### config.mk
export PLATFORM = sky130hd
export DESIGN_NAME = oled_update_queue
export DESIGN_NICKNAME = d
export VERILOG_FILES = /design/src/rtl/oled_pkg.sv /design/src/rtl/oled_req_fifo.sv /design/src/rtl/oled_update_queue.sv
export SDC_FILE = /design/constraint.sdc
export NUM_CORES = 1
export LEC_CHECK = 0
export ABC_AREA = 1
export CAP_MARGIN = 20
export CORE_ASPECT_RATIO = 0.6
export CORE_UTILIZATION = 51
export DETAILED_ROUTE_END_ITERATION = 12
export HOLD_SLACK_MARGIN = 0.08
export PLACE_DENSITY_LB_ADDON = 0.2
export RECOVER_POWER = 25
export SYNTH_ARGS = -nofsm -noshare
export SYNTH_HDL_FRONTEND = slang
export SYNTH_HIERARCHICAL = 1
export SYNTH_SLANG_ARGS = --single-unit
export TNS_END_PERCENT = 100
### constraint.sdc
create_clock -name clk -period 2.8 [get_ports clk]
set_clock_uncertainty 0.1 [all_clocks]
set_input_delay 0.56 -clock clk [delete_from_list [all_inputs] [get_ports clk]]
set_output_delay 0.56 -clock clk [all_outputs]
set_load 0.03 [all_outputs]
### src/rtl/oled_pkg.sv
// rtl/oled_pkg.sv - shared types for the OLED glyph update queue
package oled_pkg;

    localparam int OLED_GLYPH_W = 16;

    typedef enum logic [2:0] {
        S_IDLE       = 3'd0,
        S_SETUP      = 3'd1,
        S_PULSE      = 3'd2,
        S_WAIT_START = 3'd3,
        S_WAIT_DONE  = 3'd4,
        S_SKIP       = 3'd5
    } oled_q_state_t;

    typedef struct packed {
        logic                    disp;
        logic [OLED_GLYPH_W-1:0] glyph;
    } oled_req_t;

endpackage

### src/rtl/oled_req_fifo.sv
// rtl/oled_req_fifo.sv - synchronous request FIFO with occupancy count
module oled_req_fifo
    import oled_pkg::*;
#(
    parameter int DEPTH = 4
) (
    input  logic                     clk,
    input  logic                     rst,
    input  logic                     push,
    input  oled_req_t                push_data,
    input  logic                     pop,
    output oled_req_t                head,
    output logic                     full,
    output logic                     empty,
    output logic [$clog2(DEPTH):0]   count
);

    localparam int AW = $clog2(DEPTH);
    localparam logic [AW:0] COUNT_FULL = (AW+1)'(DEPTH);

    oled_req_t     mem [DEPTH];
    logic [AW-1:0] wr_ptr;
    logic [AW-1:0] rd_ptr;
    logic          do_push;
    logic          do_pop;

    assign do_push = push && !full;
    assign do_pop  = pop && !empty;
    assign full    = (count == COUNT_FULL);
    assign empty   = (count == '0);
    assign head    = mem[rd_ptr];

    // Pointers are exactly log2(DEPTH) bits wide, so increment wraps modulo DEPTH.
    always_ff @(posedge clk) begin
        if (rst) begin
            wr_ptr <= '0;
            rd_ptr <= '0;
            count  <= '0;
        end else begin
            if (do_push) wr_ptr <= wr_ptr + 1'b1;
            if (do_pop)  rd_ptr <= rd_ptr + 1'b1;
            case ({do_push, do_pop})
                2'b10:   count <= count + 1'b1;
                2'b01:   count <= count - 1'b1;
                default: count <= count;
            endcase
        end
    end

    always_ff @(posedge clk) begin
        if (do_push) mem[wr_ptr] <= push_data;
    end

endmodule

### src/rtl/oled_update_queue.sv
// rtl/oled_update_queue.sv - request sequencer for the two-display OLED driver; OLED_DEDUP_EN skips repeat glyphs
module oled_update_queue
    import oled_pkg::*;
#(
    parameter int DEPTH         = 4,
    parameter int GLYPH_W       = OLED_GLYPH_W,
    parameter int PULSE_CYCLES  = 4,
    parameter int START_TIMEOUT = 1024,
    parameter int DONE_TIMEOUT  = 50_000_000
) (
    input  logic                     clk,
    input  logic                     rst,
    input  logic                     req_valid,
    output logic                     req_ready,
    input  logic                     req_disp,
    input  logic [GLYPH_W-1:0]       req_glyph,
    output logic [GLYPH_W-1:0]       drv_data,
    output logic                     drv_address_sel,
    output logic                     drv_data_ready,
    input  logic                     drv_busy,
    output logic [$clog2(DEPTH):0]   pending,
    output logic                     timeout_err,
    output logic [GLYPH_W-1:0]       shown_glyph0,
    output logic [GLYPH_W-1:0]       shown_glyph1,
    output logic [1:0]               shown_valid
);

    localparam logic [31:0] PULSE_LAST = 32'(PULSE_CYCLES - 1);
    localparam logic [31:0] START_LAST = 32'(START_TIMEOUT - 1);
    localparam logic [31:0] DONE_LAST  = 32'(DONE_TIMEOUT - 1);

    oled_q_state_t        state;
    oled_q_state_t        state_next;
    logic [31:0]          cnt;
    logic                 fifo_full;
    logic                 fifo_empty;
    logic                 push;
    logic                 pop;
    logic                 load_drv;
    logic                 dup_hit;
    logic                 to_hit;
    logic                 shown_load;
    oled_req_t            push_req;
    oled_req_t            head;
    logic [GLYPH_W-1:0]   shown [2];

    assign req_ready    = !fifo_full;
    assign push         = req_valid && !fifo_full;
    assign push_req     = '{disp: req_disp, glyph: req_glyph};
    assign shown_glyph0 = shown[0];
    assign shown_glyph1 = shown[1];

    oled_req_fifo #(
        .DEPTH (DEPTH)
    ) u_fifo (
        .clk       (clk),
        .rst       (rst),
        .push      (push),
        .push_data (push_req),
        .pop       (pop),
        .head      (head),
        .full      (fifo_full),
        .empty     (fifo_empty),
        .count     (pending)
    );

`ifdef OLED_DEDUP_EN
    assign dup_hit = shown_valid[head.disp] && (shown[head.disp] == head.glyph);
`else
    assign dup_hit = 1'b0;
`endif

    // One counter, cleared on every state change, times PULSE and both waits.
    always_ff @(posedge clk) begin
        if (rst) begin
            state <= S_IDLE;
            cnt   <= '0;
        end else begin
            state <= state_next;
            cnt   <= (state_next != state) ? '0 : cnt + 32'd1;
        end
    end

    always_comb begin
        state_next = state;
        case (state)
            S_IDLE: begin
                if (!fifo_empty && !drv_busy)
                    state_next = dup_hit ? S_SKIP : S_SETUP;
            end
            S_SETUP:      state_next = S_PULSE;
            S_PULSE: begin
                if (cnt == PULSE_LAST) state_next = S_WAIT_START;
            end
            S_WAIT_START: begin
                if (drv_busy)                state_next = S_WAIT_DONE;
                else if (cnt == START_LAST)  state_next = S_IDLE;
            end
            S_WAIT_DONE: begin
                if (!drv_busy)               state_next = S_IDLE;
                else if (cnt == DONE_LAST)   state_next = S_IDLE;
            end
            S_SKIP:       state_next = S_IDLE;
            default:      state_next = S_IDLE;
        endcase
    end

    always_comb begin
        drv_data_ready = (state == S_PULSE);
        pop            = (state == S_IDLE) && !fifo_empty && !drv_busy;
        load_drv       = pop && !dup_hit;
        to_hit         = ((state == S_WAIT_START) && !drv_busy && (cnt == START_LAST)) ||
                         ((state == S_WAIT_DONE)  &&  drv_busy && (cnt == DONE_LAST));
        shown_load     = (state == S_WAIT_DONE) && !drv_busy;
    end

    // Driver-facing data only changes when a real dispatch leaves IDLE,
    // keeping it quiet around the asynchronous dataReady fall.
    always_ff @(posedge clk) begin
        if (rst) begin
            drv_data        <= '0;
            drv_address_sel <= 1'b0;
            timeout_err     <= 1'b0;
            shown[0]        <= '1;
            shown[1]        <= '1;
            shown_valid     <= 2'b00;
        end else begin
            timeout_err <= to_hit;
            if (load_drv) begin
                drv_data        <= head.glyph;
                drv_address_sel <= head.disp;
            end
            if (shown_load) begin
                shown[drv_address_sel]       <= drv_data;
                shown_valid[drv_address_sel] <= 1'b1;
            end
        end
    end

endmodule
# Word level (Yosys, flattened, before mapping)
# Memories as Yosys holds them, arrays and structs flattened. A register that Yosys moved wholly into a read port is not among the register bits.
# Index checks and enable logic that the tools add are counted.
[totals] n_memories=2 elab_cells=69 mem_bits_rw=100 regBits=45 output_inout_bits=57 inputBits=21
[mem_list] name="u_fifo.mem" depth=4 width=17 rd=1 rd_clocked_by_memory_dff=1 write_ports=1 line="oled_req_fifo.sv:21" rtl="oled_req_t mem [DEPTH];"
[mem_list] name="shown" depth=2 width=16 rd=2 rd_clocked_by_memory_dff=0 write_ports=2 line="oled_update_queue.sv:45" rtl="logic [GLYPH_W-1:0] shown [2];"
[classes] n_lt_le_gt_ge=2 bitwise_logic=1 n_reduce_logical=21 add_sub_neg=5 n_eq_ne=11 mux=20
[ops] op="adder 32 x 1 -> 32 bit, second input constant" n=1
[ops] op="equality test 32 x 10 -> 1 bit, second input constant" n=1
[ops] op="equality test 32 x 2 -> 1 bit, second input constant" n=1
[ops] op="equality test 32 x 26 -> 1 bit, second input constant" n=1
[ops] op="2-to-1 mux 3 bit" n=6
[ops] op="2-to-1 mux 16 bit" n=1
[ops] op="OR reduction 16 bit" n=1
[ops] op="case mux 3 bit (5 select lines)" n=1
[ops] op="logical AND 1 bit" n=12
[ops] op="2-to-1 mux 1 bit" n=10
[ops] op="equality test 3 x 2 -> 1 bit, second input constant" n=2
[ops] op="equality test 3 bit, second input constant" n=2
[ops] op="logical NOT 3 bit" n=2
[ops] op="case mux 3 bit (2 select lines)" n=1
[ops] op="adder 2 x 1 -> 2 bit, second input constant" n=2
[ops] op="adder 3 x 1 -> 3 bit, second input constant" n=1
[ops] op="equality test 3 x 1 -> 1 bit, second input constant" n=1
[ops] op="logical NOT 1 bit" n=3
[ops] op="inequality test 3 bit" n=1
[ops] op="subtractor 3 x 1 -> 3 bit, second input constant" n=1
[ops] op="equality test 2 x 1 -> 1 bit, second input constant" n=1
[ops] op="equality test 2 bit, second input constant" n=1
[ops] op="less-than comparator 1 x 2 -> 1 bit, second input constant" n=1
[ops] op="bitwise OR 2 bit" n=1
[ops] op="5 further kinds" n=5

# Longest topological paths before layout
[depth] ltp_word=7 mapped_depth=18 ltp_nobuf=17

# Modules after synthesis
# Netlist, hierarchy kept.
[modules_own_cells] mod="oled_update_queue" cells_per_inst=502 instances=1 seq_area_each_um2=2062.0 area_each_um2=3943.8
[modules_own_cells] mod="oled_req_fifo" cells_per_inst=234 instances=1 seq_area_each_um2=2222.1 area_each_um2=3072.9

# Worst setup path before layout
# OpenSTA, ideal clock, no wires.
[synth_timing] path_kind="reg-to-reg" startpoint="register u_fifo.count[0]" endpoint="register u_fifo.count[2]" path_buffers=1 path_stages_with_launch=19 required_ps=2590 setup_slack_ps=227 period_less_slack_ps=2573 arrival_time_ps=2364 setup_ps=110 cell_sequence="dfxtp_1 -> inv_1 -> nand3_1 -> inv_1 -> nor2_1 -> nand2_2 -> clkbuf_1 -> inv_1 -> inv_1 -> nor2_1 -> ha_1 -> inv_1 -> fa_1 -> inv_1 -> nand2_1 -> nand3_1 -> nand2_1 -> inv_1 -> nor2_1"
[synth_between] elab_chain_len=7 word_cells_on_any_way=15 classes_between="add/sub: 2; eq/ne: 3; mux: 1; reduce/logical: 9"
[synth_lines] element="from (decl)" line="oled_req_fifo.sv:15" rtl="output logic [$clog2(DEPTH):0] count"
[synth_lines] element="from (signal assigned)" line="oled_req_fifo.sv:43" rtl="2'b10: count <= count + 1'b1;"
[synth_lines] element="from (signal assigned)" line="oled_req_fifo.sv:44" rtl="2'b01: count <= count - 1'b1;"
[synth_lines] element="from (signal assigned)" line="oled_req_fifo.sv:45" rtl="default: count <= count;"
[synth_lines] element="logical NOT 3 bit *" line="oled_req_fifo.sv:30" rtl="assign empty = (count == '0);"
[synth_lines] element="net fifo_empty" line="oled_update_queue.sv:36" rtl="logic fifo_empty;"
[synth_lines] element="logical NOT 1 bit *" line="oled_update_queue.sv:110" rtl="pop = (state == S_IDLE) && !fifo_empty && !drv_busy;"
[synth_lines] element="logical AND 1 bit * (2 in series)" line="oled_update_queue.sv:110"
[synth_lines] element="net load_drv" line="oled_update_queue.sv:39" rtl="logic load_drv;"
[synth_lines] element="logical AND 1 bit *" line="oled_req_fifo.sv:28" rtl="assign do_pop = pop && !empty;"
[synth_lines] element="net u_fifo.do_pop" line="oled_req_fifo.sv:25" rtl="logic do_pop;"
[synth_lines] element="equality test 2 x 1 -> 1 bit or equality test 2 bit (tied branches)" line="oled_req_fifo.sv:42" rtl="case ({do_push, do_pop})"
[synth_lines] element="case mux 3 bit (2 select lines) or nonzero test 2 bit (tied branches)"
# The timed path passes the listed nets; every way through them passes the cells marked *.
# A chain may end at the register's enable or synchronous reset.

# Final worst setup path
[layout_timing] startpoint="register u_fifo.count[1]" endpoint="output port req_ready"
[layout_between] elab_chain_len=2
[layout_lines] element="equality test 3 bit" line="oled_req_fifo.sv:29" rtl="assign full = (count == COUNT_FULL);"
[layout_lines] element="net fifo_full" line="oled_update_queue.sv:35" rtl="logic fifo_full;"
[layout_lines] element="logical NOT 1 bit" line="oled_update_queue.sv:47" rtl="assign req_ready = !fifo_full;"
[layout_lines] element="to (decl)" line="oled_update_queue.sv:14" rtl="output logic req_ready,"
# The timed path passes the listed nets, and every way through them passes these cells.

==> metrics.csv <==
metric;value;unit
status;completed;
rsz0062_at_grt;false;
track_usage;23.2;%
die_x;153;um
synthSimpleGateAreaFrac;18.2;%
worst_skew_pair.late_latency;420;ps
cp_common_cell;inv_1;
path_class;register to output pin;
postCtsSetupBuffers;0;
instances_no_fill;1009;
cts.sinks;164;
crit_arrival;1900;ps
ctsHoldBuffers;0;
syn_area;0.00702;mm^2
finalCritPeriodShare;91.5;%
worstSetupStartpointType;register;
drt-initial-drc-count;555;
vias_per_cell;5.22;
end_kind;output pin;
syn_to_final_growth;22.2;%
core;0.0131;mm^2
dieArea;0.0142;mm^2
grt_max_degree;36;
nNetsFinal;855;
fin_hold_ws;371;ps
cp_max_fo;6;
synth-seq-cells;164;
grt_pass1_wl;24800;um
nFillCells;1015;
gp_congestion;0.957;
synth_compound_area_share;8.02;%
place_hpwl;11100;um
power.density;805;mW/mm^2
avgSynthCellArea;9.53;um^2
dr.pass1.iters;6;
synth_xor_area_share;3.25;%
die_h;92.9;um
antenna_cells;0;
drive_above_1_share;7.39;%
ant_nets;0;
worstMarginPinSlew;489;ps
min_path_type;register to register;
antenna_found_initial;0;
grt_pass1_vias;4788;
cts_tree;yes;
slew_headroom;67.2;%
io_pins;78;
initial_core_util;53.4;%
portBuffers;77;
ir_drop;0.492;mV
drc;0;
path_cells;inv_1 > nand3_1 > inv_1 > inv_1 > clkdlybuf4s50_1;
path_clk_slew;70;ps
cts_max_path_buffers;2;
p_leak;3.13;nW
crit_path_top_delay_cell;clkdlybuf4s50_1;
cts_root_buf;clkbuf_16;
yosysWarningCount;6;
slowest_delay;660;ps
gr-total-overflow;0;
fmax;0.390;GHz
fp-row-count;32;
final-hold-violation-count;0;
synth_mux_area_share;0;%
numCtsBuffers;17;
synth.distinct_cells;32;
crit_required;2140;ps
vias;5268;
syn_inst;736;
synth_nets;764;
synth_fa_ha_area_share;1.36;%
maxCapViolations;0;
cts_resized;0;
finalSetupTns;0;ps
setup_viol;0;
htreeDepth;4;
drv_slew;0;
synth_top_family_by_area;simple AND/OR/NAND/NOR gates;
post-route-util;65.3;%
wirelength;15800;um
period_minus_slack;2560;ps
place_inst;978;
ys_seq_area_share;61.1;%
avgRoutedWirePerCell;15.7;um
[power breakdown]
part           total [mW]  switching (mW)  internal, mW  leakage, nW
Combinational        1.50            1.03         0.477         1.47
Sequential           2.96           0.136          2.83         1.36
Clock                2.44            1.00          1.43        0.301
Total                6.90            2.17          4.73         3.13
[Yosys cell counts]
library cell | number | share of area [%]
xor2_1 | 25 | 3.1
nand2_2 | 2 | 0.18
nand4_1 | 5 | 0.45
o311ai_0 | 1 | 0.12
ha_1 | 6 | 1.1
buf_6 | 9 | 1.4
inv_4 | 1 | 0.089
edfxtp_1 | 100 | 43
nand3_2 | 2 | 0.29
o21ai_2 | 10 | 1.2
inv_2 | 1 | 0.053
and3_1 | 1 | 0.089
nor3b_1 | 1 | 0.11
nor2_2 | 2 | 0.18
a21oi_1 | 27 | 1.9
o21ai_0 | 32 | 2.3
fa_1 | 1 | 0.29
nor4_1 | 6 | 0.54
xnor2_1 | 1 | 0.12
o21ai_1 | 13 | 0.93
inv_1 | 109 | 5.8
nand3b_1 | 1 | 0.11
clkbuf_1 | 5 | 0.27
o22ai_1 | 17 | 1.5
nor3_4 | 1 | 0.23
buf_4 | 2 | 0.21
nor3_1 | 14 | 1.0
nand2_1 | 129 | 6.9
buf_2 | 3 | 0.21
nor2_1 | 123 | 6.6
nand3_1 | 22 | 1.6
dfxtp_1 | 64 | 18
[per-layer routing]
metal,global-route usage (%),part of all wire [%],vias up
met1,35.3,49,2430
met2,32.8,40,242
li1,-,-,2582
met3,5.24,9.5,14
met4,6.67,0.83,0
met5,0,0,-
[worst paths after layout]
path              slack (ps)               to  depth (start not counted)            start
hold reg to reg          370           cnt[0]                          1           cnt[0]
hold / removal           370           cnt[0]                          1           cnt[0]
setup reg to reg         450  u_fifo/count[2]                         17  u_fifo/count[1]
setup / recovery         240        req_ready                          5  u_fifo/count[1]
[cells by family after synthesis]
family | Yosys count
AND/OR/NAND/NOR | 309
flip-flops | 164
buffers and inverters | 130
AO/OA/AOI/OAI | 100
XOR/XNOR | 26
adder cells (fa/ha/maj) | 7
[state kept, by name, indices dropped and copies added, names as in the netlist, named ones only]
register	count
u_fifo/wr_ptr	2
drv_data	16
u_fifo/rd_ptr	2
u_fifo/mem	68
drv_address_sel	1
timeout_err	1
u_fifo/count	3
state	3
shown_valid	2
cnt	32
shown	32
[worst max-delay path: cells and delay by family, from the launching register on]
kind	cells	cell delay, ps
and+or+nand+nor	1	190
buffers and inverters	4	910
DFF	1	380
[per-stage QoR]
| stage | power, mW | setup slack (ps) | area, um^2 |
|---|---|---|---|
| detailed placement | 4.50 | 131 | 7970 |
| finish | 6.90 | 237 | 8580 |
| CTS | 6.92 | 220 | 8590 |
| global placement | 4.46 | 201 | 7970 |
| global route | 7.18 | 140 | 8580 |
| floorplan | 4.00 | 227 | 7020 |
[cell usage in the layout, fill, tap and decap left out, types with 13 or more instances in the layout]
| cell type | Yosys | layout |
|---|---|---|
| o21ai_1 | 13 | 13 |
| o22ai_1 | 17 | 17 |
| nor2_1 | 123 | 123 |
| dlygate4sd3_1 | 0 | 18 |
| clkbuf_16 | 0 | 17 |
| clkdlybuf4s50_1 | 0 | 59 |
| inv_1 | 109 | 109 |
| edfxtp_1 | 100 | 100 |
| a21oi_1 | 27 | 27 |
| nor3_1 | 14 | 14 |
| dfxtp_1 | 64 | 64 |
| nand3_1 | 22 | 23 |
| nand2_1 | 129 | 129 |
| xor2_1 | 25 | 25 |
| o21ai_0 | 32 | 32 |
[area by class of cell]
type | count | area [um^2] | area share (%)
clock buffer | 17 | 425 | 4.96
clock inverter | 14 | 193 | 2.25
inverter | 111 | 419 | 4.89
multi-input combinational | 442 | 2160 | 25.2
sequential | 164 | 4280 | 49.9
tap | 170 | 213 | 2.48
timing repair buffer | 91 | 885 | 10.3
No activity file was read; power rests on OpenSTA's default activity.
